`config.mk`:
```
export PLATFORM = sky130hd
export DESIGN_NAME = rf_write_arbiter
export DESIGN_NICKNAME = d
export VERILOG_FILES = /design/src/rtl/rf_arb_pkg.sv /design/src/rtl/rf_arb_slot.sv /design/src/rtl/rf_write_arbiter.sv
export SDC_FILE = /design/constraint.sdc
export NUM_CORES = 1
export LEC_CHECK = 0
export BUFFER_PORTS_ARGS = -buffer_cell sky130_fd_sc_hd__clkbuf_2
export CORE_MARGIN = 5
export CORE_UTILIZATION = 50
export CTS_BUF_LIST = sky130_fd_sc_hd__clkbuf_4
export DETAILED_ROUTE_END_ITERATION = 7
export GPL_ROUTABILITY_DRIVEN = 0
export PLACE_DENSITY = 0.81
export SYNTH_ARGS = -nofsm -noshare
export SYNTH_HDL_FRONTEND = slang
export SYNTH_SLANG_ARGS = --single-unit
```
`constraint.sdc`:
```
create_clock -name clk -period 4.7 [get_ports clk]
set_input_delay 0.47 -clock clk [delete_from_list [all_inputs] [get_ports clk]]
set_output_delay 0.47 -clock clk [all_outputs]
set_load 0.01 [all_outputs]
```
`src/rtl/rf_arb_pkg.sv`:
```
// rf_arb_pkg: shared defaults, request record and requester ids for the RF write arbiter
package rf_arb_pkg;
  localparam int ADDR_W_DEF = 5;
  localparam int DATA_W_DEF = 32;
  typedef struct packed {
    logic [ADDR_W_DEF-1:0] addr;
    logic [DATA_W_DEF-1:0] data;
  } wr_req_t;
  typedef enum logic {REQ_ALU = 1'b0, REQ_MEM = 1'b1} req_id_e;
endpackage

```
`src/rtl/rf_arb_slot.sv`:
```
// rf_arb_slot: one-entry write buffer; address-0 loads are dropped so r0 never gets written
module rf_arb_slot
  import rf_arb_pkg::*;
#(
  parameter int ADDR_W = ADDR_W_DEF,
  parameter int DATA_W = DATA_W_DEF
) (
  input  logic                 clk,
  input  logic                 rst,
  input  logic                 load_i,
  input  logic                 drain_i,
  input  logic [ADDR_W-1:0]    addr_i,
  input  logic [DATA_W-1:0]    data_i,
  output logic                 full_o,
  output logic [ADDR_W-1:0]    addr_o,
  output logic [DATA_W-1:0]    data_o,
  output logic [2**ADDR_W-1:0] pend_o
);
  localparam int N = 2**ADDR_W;
  logic              full_q, full_d, take;
  logic [ADDR_W-1:0] addr_q;
  logic [DATA_W-1:0] data_q;
  assign take = load_i && (addr_i != '0);
  always_comb full_d = take ? 1'b1 : drain_i ? 1'b0 : full_q;
  always_ff @(posedge clk or posedge rst) begin
    if (rst) begin
      full_q <= 1'b0;
      addr_q <= '0;
      data_q <= '0;
    end else begin
      full_q <= full_d;
      if (take) begin
        addr_q <= addr_i;
        data_q <= data_i;
      end
    end
  end
  assign full_o = full_q;
  assign addr_o = addr_q;
  assign data_o = data_q;
  assign pend_o = {{(N-1){1'b0}}, full_q} << addr_q;
endmodule

```
`src/rtl/rf_write_arbiter.sv`:
```
// rf_write_arbiter: round-robin merge of ALU and load writebacks onto one RF write port.
// Define RF_ARB_STATS_EN to add the saturating stall_cnt output (cycles with both slots full).
module rf_write_arbiter
  import rf_arb_pkg::*;
#(
  parameter int ADDR_W = ADDR_W_DEF,
  parameter int DATA_W = DATA_W_DEF
) (
  input  logic                 clk,
  input  logic                 rst,
  input  logic                 req0_valid,
  input  logic [ADDR_W-1:0]    req0_addr,
  input  logic [DATA_W-1:0]    req0_data,
  output logic                 req0_ready,
  input  logic                 req1_valid,
  input  logic [ADDR_W-1:0]    req1_addr,
  input  logic [DATA_W-1:0]    req1_data,
  output logic                 req1_ready,
  output logic                 wr_en,
  output logic [ADDR_W-1:0]    wr_addr,
  output logic [DATA_W-1:0]    wr_data,
  output logic [2**ADDR_W-1:0] pend_mask
`ifdef RF_ARB_STATS_EN
  ,
  output logic [15:0]          stall_cnt
`endif
);
  logic                 full0, full1, grant0, grant1;
  logic [ADDR_W-1:0]    addr0, addr1;
  logic [DATA_W-1:0]    data0, data1;
  logic [2**ADDR_W-1:0] pend0, pend1;
  req_id_e              last_q, last_d;
  rf_arb_slot #(.ADDR_W(ADDR_W), .DATA_W(DATA_W)) u_slot0 (
    .clk(clk), .rst(rst), .load_i(req0_valid & req0_ready), .drain_i(grant0),
    .addr_i(req0_addr), .data_i(req0_data), .full_o(full0), .addr_o(addr0),
    .data_o(data0), .pend_o(pend0)
  );
  rf_arb_slot #(.ADDR_W(ADDR_W), .DATA_W(DATA_W)) u_slot1 (
    .clk(clk), .rst(rst), .load_i(req1_valid & req1_ready), .drain_i(grant1),
    .addr_i(req1_addr), .data_i(req1_data), .full_o(full1), .addr_o(addr1),
    .data_o(data1), .pend_o(pend1)
  );
  always_ff @(posedge clk or posedge rst) begin
    if (rst) last_q <= REQ_MEM;
    else     last_q <= last_d;
  end
  // ties go to whichever requester did not win last time
  always_comb begin
    grant0 = full0 & (~full1 | (last_q == REQ_MEM));
    grant1 = full1 & (~full0 | (last_q == REQ_ALU));
    last_d = grant0 ? REQ_ALU : grant1 ? REQ_MEM : last_q;
  end
  always_comb begin
    req0_ready = ~full0 | grant0;
    req1_ready = ~full1 | grant1;
    wr_en      = grant0 | grant1;
    wr_addr    = grant0 ? addr0 : grant1 ? addr1 : '0;
    wr_data    = grant0 ? data0 : grant1 ? data1 : '0;
    pend_mask  = pend0 | pend1;
  end
`ifdef RF_ARB_STATS_EN
  logic [15:0] stall_q, stall_d;
  always_comb stall_d = (full0 && full1 && stall_q != 16'hFFFF) ? stall_q + 16'd1 : stall_q;
  always_ff @(posedge clk or posedge rst) begin
    if (rst) stall_q <= '0;
    else     stall_q <= stall_d;
  end
  assign stall_cnt = stall_q;
`endif
endmodule

```
==> results of run 1 <==
==> through the flow <==
stage	total power (uW)	worst slack, ns	std cells
after global routing	2690	1.71	539
after CTS	2560	1.85	539
after global placement	2030	1.98	523
after detailed placement	2060	1.93	523
final	2550	1.89	539
after floorplan	1720	2.26	289
==> power by group through the flow <==
| stage | Combinational (uW) | Clock [uW] | Sequential, uW |
|---|---|---|---|
| floorplan | 775 | 0 | 943 |
| global placement | 1040 | 0 | 990 |
| detailed placement | 1060 | 0 | 997 |
| CTS | 1060 | 516 | 988 |
| global route | 1130 | 544 | 1010 |
| finish | 1050 | 502 | 989 |
==> cell type report <==
| class | instances | share of cell area, % |
|---|---|---|
| Tap cell | 102 | 2.60 |
| Timing Repair Buffer | 152 | 15.7 |
| Multi-Input combinational cell | 190 | 38.5 |
| Sequential cell | 77 | 39.3 |
| Clock buffer | 10 | 1.53 |
| Clock inverter | 6 | 2.25 |
| Inverter | 2 | 0.153 |
==> routing by layer <==
layer | global-route usage [%] | up-vias
met2 | 34.3 | 157
met4 | 6.83 | 0
li1 | - | 1396
met1 | 25.7 | 1511
met3 | 4.95 | 23
met5 | 0 | -
==> critical path, stage by stage, from the launching register on <==
cell and delay [ns]:
dfstp_2 0.61, inv_1 0.09, a21boi_4 0.81, a22o_1 0.28, clkbuf_2 0.14
==> kinds of logic after synthesis <==
group | share of synthesized area (%)
mux | 26.1
buf+inv | 3.87
simple gates | 5.52
flops | 48.9
compound gates | 15.6
==> sequential cells by signal, summed over array words and instances, names as in the netlist <==
register	cells
u_slot0.full_o	1
u_slot0.data_o	32
u_slot1.addr_o	5
u_slot1.data_o	32
last_q	1
u_slot1.full_o	1
u_slot0.addr_o	5
==> how the worst min path moves through the flow <==
stage	start	to	slack, ns	cells past startpoint
2_1_floorplan	u_slot1.data_o[29]	u_slot1.data_o[29]	0.48	1
3_5_place_dp	u_slot0.data_o[27]	u_slot0.data_o[27]	0.50	1
3_3_place_gp	u_slot1.data_o[31]	u_slot1.data_o[31]	0.49	1
4_1_cts	req0_data[14]	u_slot0.data_o[14]	0.24	2
5_1_grt	req0_data[13]	u_slot0.data_o[13]	0.23	2
6_report	rst	u_slot1.data_o[12]	0.26	2
==> layout by cell type (no fill, tap or decap), types with 3 or more instances in the layout <==
cell type  netlist  routed
nand3_1          9       9
clkbuf_4         0      10
or2_2            3       3
nand2b_1         4       4
dfrtp_1         76      76
mux2_4          58      58
buf_4            0       3
bufinv_16        0       3
mux2_2          14      14
o22ai_1         32      32
nand2_1         10      10
a22o_1          37      37
nor2b_1          6       6
nor2_1           3       3
clkbuf_2         0     149
==> results.ini, run 1 <==
[timing]
fin_tns_setup_ns = 0
min_period_ns = 2.81
finClkSkew_ns = 0.0181
tightest_slew_ns = 1.05
final_hold_viol_count = 0
rsz0062_at_grt = false
timing.fmax_mhz = 356
drv_slew = 0
min_period_over_period_pct = 59.8
whs_ns = 0.259
setup_viol = 0
slew_headroom_pct = 29.7

[die]
die_w_um = 98.8
die_h_um = 98.8
num_io_pins = 150
start_util_pct = 51.3
core_area_um2 = 7690
die_area_um2 = 9760
num_rows = 32

[clocking]
holdBufCountCts = 0
worst_skew_pair.late_latency_ns = 0.41
cts_max_level = 3
cts_resized = 0
numCtsBuffers = 9
cts_sinks = 77
root_buffer = clkbuf_4
cts_tree = built
cts_setup_buffers = 0
cts_buffer_depth = 2
clk_pin_slew_worst_paths_ns = 0.13

[routing]
vias = 3087
drc = 0
drt-initial-drc-count = 126
wl_met2_mm = 4.92
wl_met3_um = 753
routed.top_layer = met4
vias_per_cell = 5.73
wl_per_cell_um = 18.5
wl_mm = 9.96
ant_nets = 0
first_pass_iters = 5
m1WireLength_mm = 4.08

[worst_setup_path]
r2r_start = u_slot1.full_o
required_ns = 4.23
critPathLaunchType = flop
path_class = flop to output pin
worstPathMaxFanout = 37
reg2reg_slack_ns = 2.44
cp.arrival_ns = 2.34
startpoint = last_q
end_kind = output pin
rr_worst_depth = 4
reg2reg_to = u_slot1.addr_o[4]
cp-endpoint = wr_data[20]

[yosys]
synth_ff_type = dfrtp_1
yosys.area.top_type_share_pct = 48.2
ys_ff_latch = 77
syn_nets = 367
synth_most_common_cell = dfrtp_1
synthesis.area_um2 = 3940
synthTopCellsByCount = dfrtp_1, mux2_4, a22o_1, o22ai_1, mux2_2
synth-edff-count = 0
yosysWarningCount = 0
syn_inst = 289
async_flop_share_pct = 100
synth_cell_types = 24
post_synth.cell_area_avg_um2 = 13.6
synth_area_leader_cell = dfrtp_1
synth_seq_area_share_pct = 48.9
synthTopCellsByArea = dfrtp_1, mux2_4, a22o_1

[global_routing]
antenna_found_initial = 0
grt_max_degree = 51
grt_pass1_vias = 3240
grt.total_usage_pct = 20.4
gr-total-overflow = 0
grt_pass1_wl_mm = 16.1

[finish]
drive_gt1_share_pct = 57.2
ff_latch_area_um2 = 1930
fill_cells = 638
nets = 510
multi_input_area_um2 = 1890
area_growth_pct = 24.3
fin_area_um2 = 4900
antennaDiodeCount = 0
fin_util_pct = 63.8

[power]
p_clk_share_pct = 19.7
p_int_uw = 1660
p_switching_uw = 885
p_comb_share_pct = 41.4
power_leakage_uw = 0.00248
peakVddDrop_uv = 233
p_per_area_nw_per_um2 = 519
p_sw_share_pct = 34.7
pwr-share-seq_pct = 38.9

[job]
maxCapViolCount = 0

[worst_hold_path]
hold_path.class = input port to asynchronous set/reset pin

[placement]
numPortBuffers = 149
dpl-instance-area_um2 = 4720
dpl.hpwl_mm = 7.46

[status]
status = completed

Note: power is estimated with default switching activity, not from simulation.
==> run 2, diff against run 1 <==
--- a/config.mk
+++ b/config.mk
@@ -5,13 +5,14 @@
 export SDC_FILE = /design/constraint.sdc
 export NUM_CORES = 1
 export LEC_CHECK = 0
+export ABC_AREA = 1
 export BUFFER_PORTS_ARGS = -buffer_cell sky130_fd_sc_hd__clkbuf_2
 export CORE_MARGIN = 5
 export CORE_UTILIZATION = 50
 export CTS_BUF_LIST = sky130_fd_sc_hd__clkbuf_4
 export DETAILED_ROUTE_END_ITERATION = 7
 export GPL_ROUTABILITY_DRIVEN = 0
-export PLACE_DENSITY = 0.81
+export PLACE_DENSITY = 0.8
 export SYNTH_ARGS = -nofsm -noshare
 export SYNTH_HDL_FRONTEND = slang
 export SYNTH_SLANG_ARGS = --single-unit
==> constraint.sdc (replaced) <==
create_clock -name clk -period 2.7 [get_ports clk]
set_input_delay 0.27 -clock clk [delete_from_list [all_inputs] [get_ports clk]]
set_output_delay 0.27 -clock clk [all_outputs]
set_load 0.01 [all_outputs]
==> results.ini, run 2 <==
[status]
status = completed

[finish]
nets = 791
antennaDiodeCount = 0
fill_cells = 788
fin_util_pct = 60.6
mostFrequentLayoutCells = nand2_1, nand3_1, clkbuf_2, dfrtp_1, nand4_1
final_cells = 824
fin_area_um2 = 5200
final_common_cell = nand2_1
drive_gt1_share_pct = 27.1
area_growth_pct = 19.6

[job]
maxCapViolCount = 0

[power]
pwr-share-seq_pct = 39.1
p_comb_share_pct = 44.4
p_switching_uw = 1970
p_per_area_nw_per_um2 = 860
p_sw_share_pct = 43.9
p_int_uw = 2510
peakVddDrop_uv = 430
p_clk_share_pct = 16.6
power_leakage_uw = 0.00296

[global_routing]
antenna_found_initial = 0
grt_pass1_vias = 4217
grt_max_degree = 41
grt.total_usage_pct = 23.9
gr-total-overflow = 0
grt_pass1_wl_mm = 20.1

[timing]
setup_viol = 0
rsz0062_at_grt = false
setup_slack_ns = 0.288
finClkSkew_ns = 0.0271
drv_slew = 0
fin_tns_setup_ns = 0
tightest_slew_ns = 0.809
min_period_ns = 2.41
final_hold_viol_count = 0
timing.fmax_mhz = 415
min_period_over_period_pct = 89.3
slew_headroom_pct = 46.0

[worst_setup_path]
r2r_start = u_slot1.full_o
reg2reg_to = u_slot0.addr_o[2]
critPathLaunchType = flop
path_class = flop to output pin
rr_worst_depth = 6
reg2reg_slack_ns = 0.76
required_ns = 2.43
cp.arrival_ns = 2.14
worstPathMaxFanout = 13
end_kind = output pin

[yosys]
synth_ff_type = dfrtp_1
synth_seq_area_share_pct = 44.3
synth_cell_types = 25
synthesis.area_um2 = 4350
synthTopCellsByCount = nand2_1, nand3_1, dfrtp_1, nand4_1, clkbuf_1
synth-edff-count = 0
synth_area_leader_cell = dfrtp_1
syn_inst = 589
synthTopCellsByArea = dfrtp_1, nand3_1, nand2_1
syn_nets = 667
synth_most_common_cell = nand2_1
post_synth.cell_area_avg_um2 = 7.39
ys_ff_latch = 77
async_flop_share_pct = 100
yosys.area.top_type_share_pct = 43.7
yosysWarningCount = 0

[routing]
drt-initial-drc-count = 300
ant_nets = 0
vias = 4562
drc = 0
vias_per_cell = 5.54
first_pass_iters = 5
wl_per_cell_um = 15.2
wl_mm = 12.6

[die]
die_w_um = 103
core_area_um2 = 8590
die_area_um2 = 10700
start_util_pct = 50.6
num_rows = 34
num_io_pins = 150
die_h_um = 103

[clocking]
clk_pin_slew_worst_paths_ns = 0.13
root_buffer = clkbuf_4
cts_sinks = 77
cts_tree = built
worst_skew_pair.late_latency_ns = 0.41
cts_max_level = 3
cts_buffer_depth = 2
numCtsBuffers = 9

[worst_hold_path]
hold_path.class = input port to flop
whs_path_depth = 3
hold_end = u_slot1.data_o[4]
min_from = req1_data[4]

[placement]
dpl_worst_slack_ns = 0.725
place_inst = 809
numPortBuffers = 149
dpl-instance-area_um2 = 5050
dpl.hpwl_mm = 9.06

## run 2: layout make-up
cell class                 instances  area [um^2]  share of cell area (%)
timing repair buffer             163          878                    16.9
clock buffer                       9         67.6                    1.30
multi-input combinational        446         2060                    39.5
sequential                        77         1930                    37.0
clock inverter                     5         77.6                    1.49
inverter                          16         60.1                    1.15
tap                              108          135                    2.60
## run 2: how the worst max path moves through the flow
| stage | start | endpoint | slack, ns | cells past startpoint |
|---|---|---|---|---|
| after floorplan | rst | u_slot0.addr_o[0] | 0.46 | 1 |
| after CTS | u_slot1.full_o | pend_mask[20] | 0.30 | 5 |
| final | u_slot1.full_o | pend_mask[12] | 0.29 | 5 |
| after global placement | u_slot1.full_o | u_slot0.data_o[12] | 0.80 | 6 |
| after detailed placement | u_slot1.full_o | u_slot0.addr_o[2] | 0.72 | 6 |
| after global routing | u_slot1.full_o | pend_mask[0] | 0.04 | 5 |
## run 2: critical path: stages, from the launching register on
cell and delay (ns):
dfrtp_1 0.71, inv_1 0.22, nor3_2 0.42, nand4_1 0.18, nand2_1 0.10, clkbuf_2 0.13
## run 2: kinds of logic after synthesis
group,synth area share [%]
and+or+nand+nor,44.6
buffers and inverters,8.40
AOI/OAI and AO/OA,2.67
DFF,44.3
## run 2: metal layers
metal	vias to the layer above	wire length [um]	GRT usage [%]
met4	0	87	4.48
met3	9	1190	6.04
met1	2122	5120	31.7
met5	-	0	0
met2	207	6160	40.1
li1	2224	-	-
## run 2: through the flow
| stage | hold WS (ns) | total power (uW) |
|---|---|---|
| after floorplan | 0.387 | 3070 |
| after global placement | 0.455 | 3700 |
| after detailed placement | 0.459 | 3750 |
| after CTS | 0.0528 | 4490 |
| after global routing | 0.0498 | 4810 |
| final | 0.0679 | 4480 |
## run 2: timing repair
| item | in CTS | in global routing |
|---|---|---|
| endpoints found under the setup margin | 0 | 0 |
| hold buffers | 1 | 0 |
| endpoints found under the hold margin | 18 | 0 |
| gates resized for setup | 0 | 0 |
| setup buffers | 0 | 0 |
## run 2: power groups by stage
stage	registers, uW	clock network [uW]	logic [uW]
final	1750	742	1990
after global routing	1800	813	2210
after CTS	1740	757	1990
after detailed placement	1760	0	1990
after global placement	1750	0	1960
after floorplan	1640	0	1430
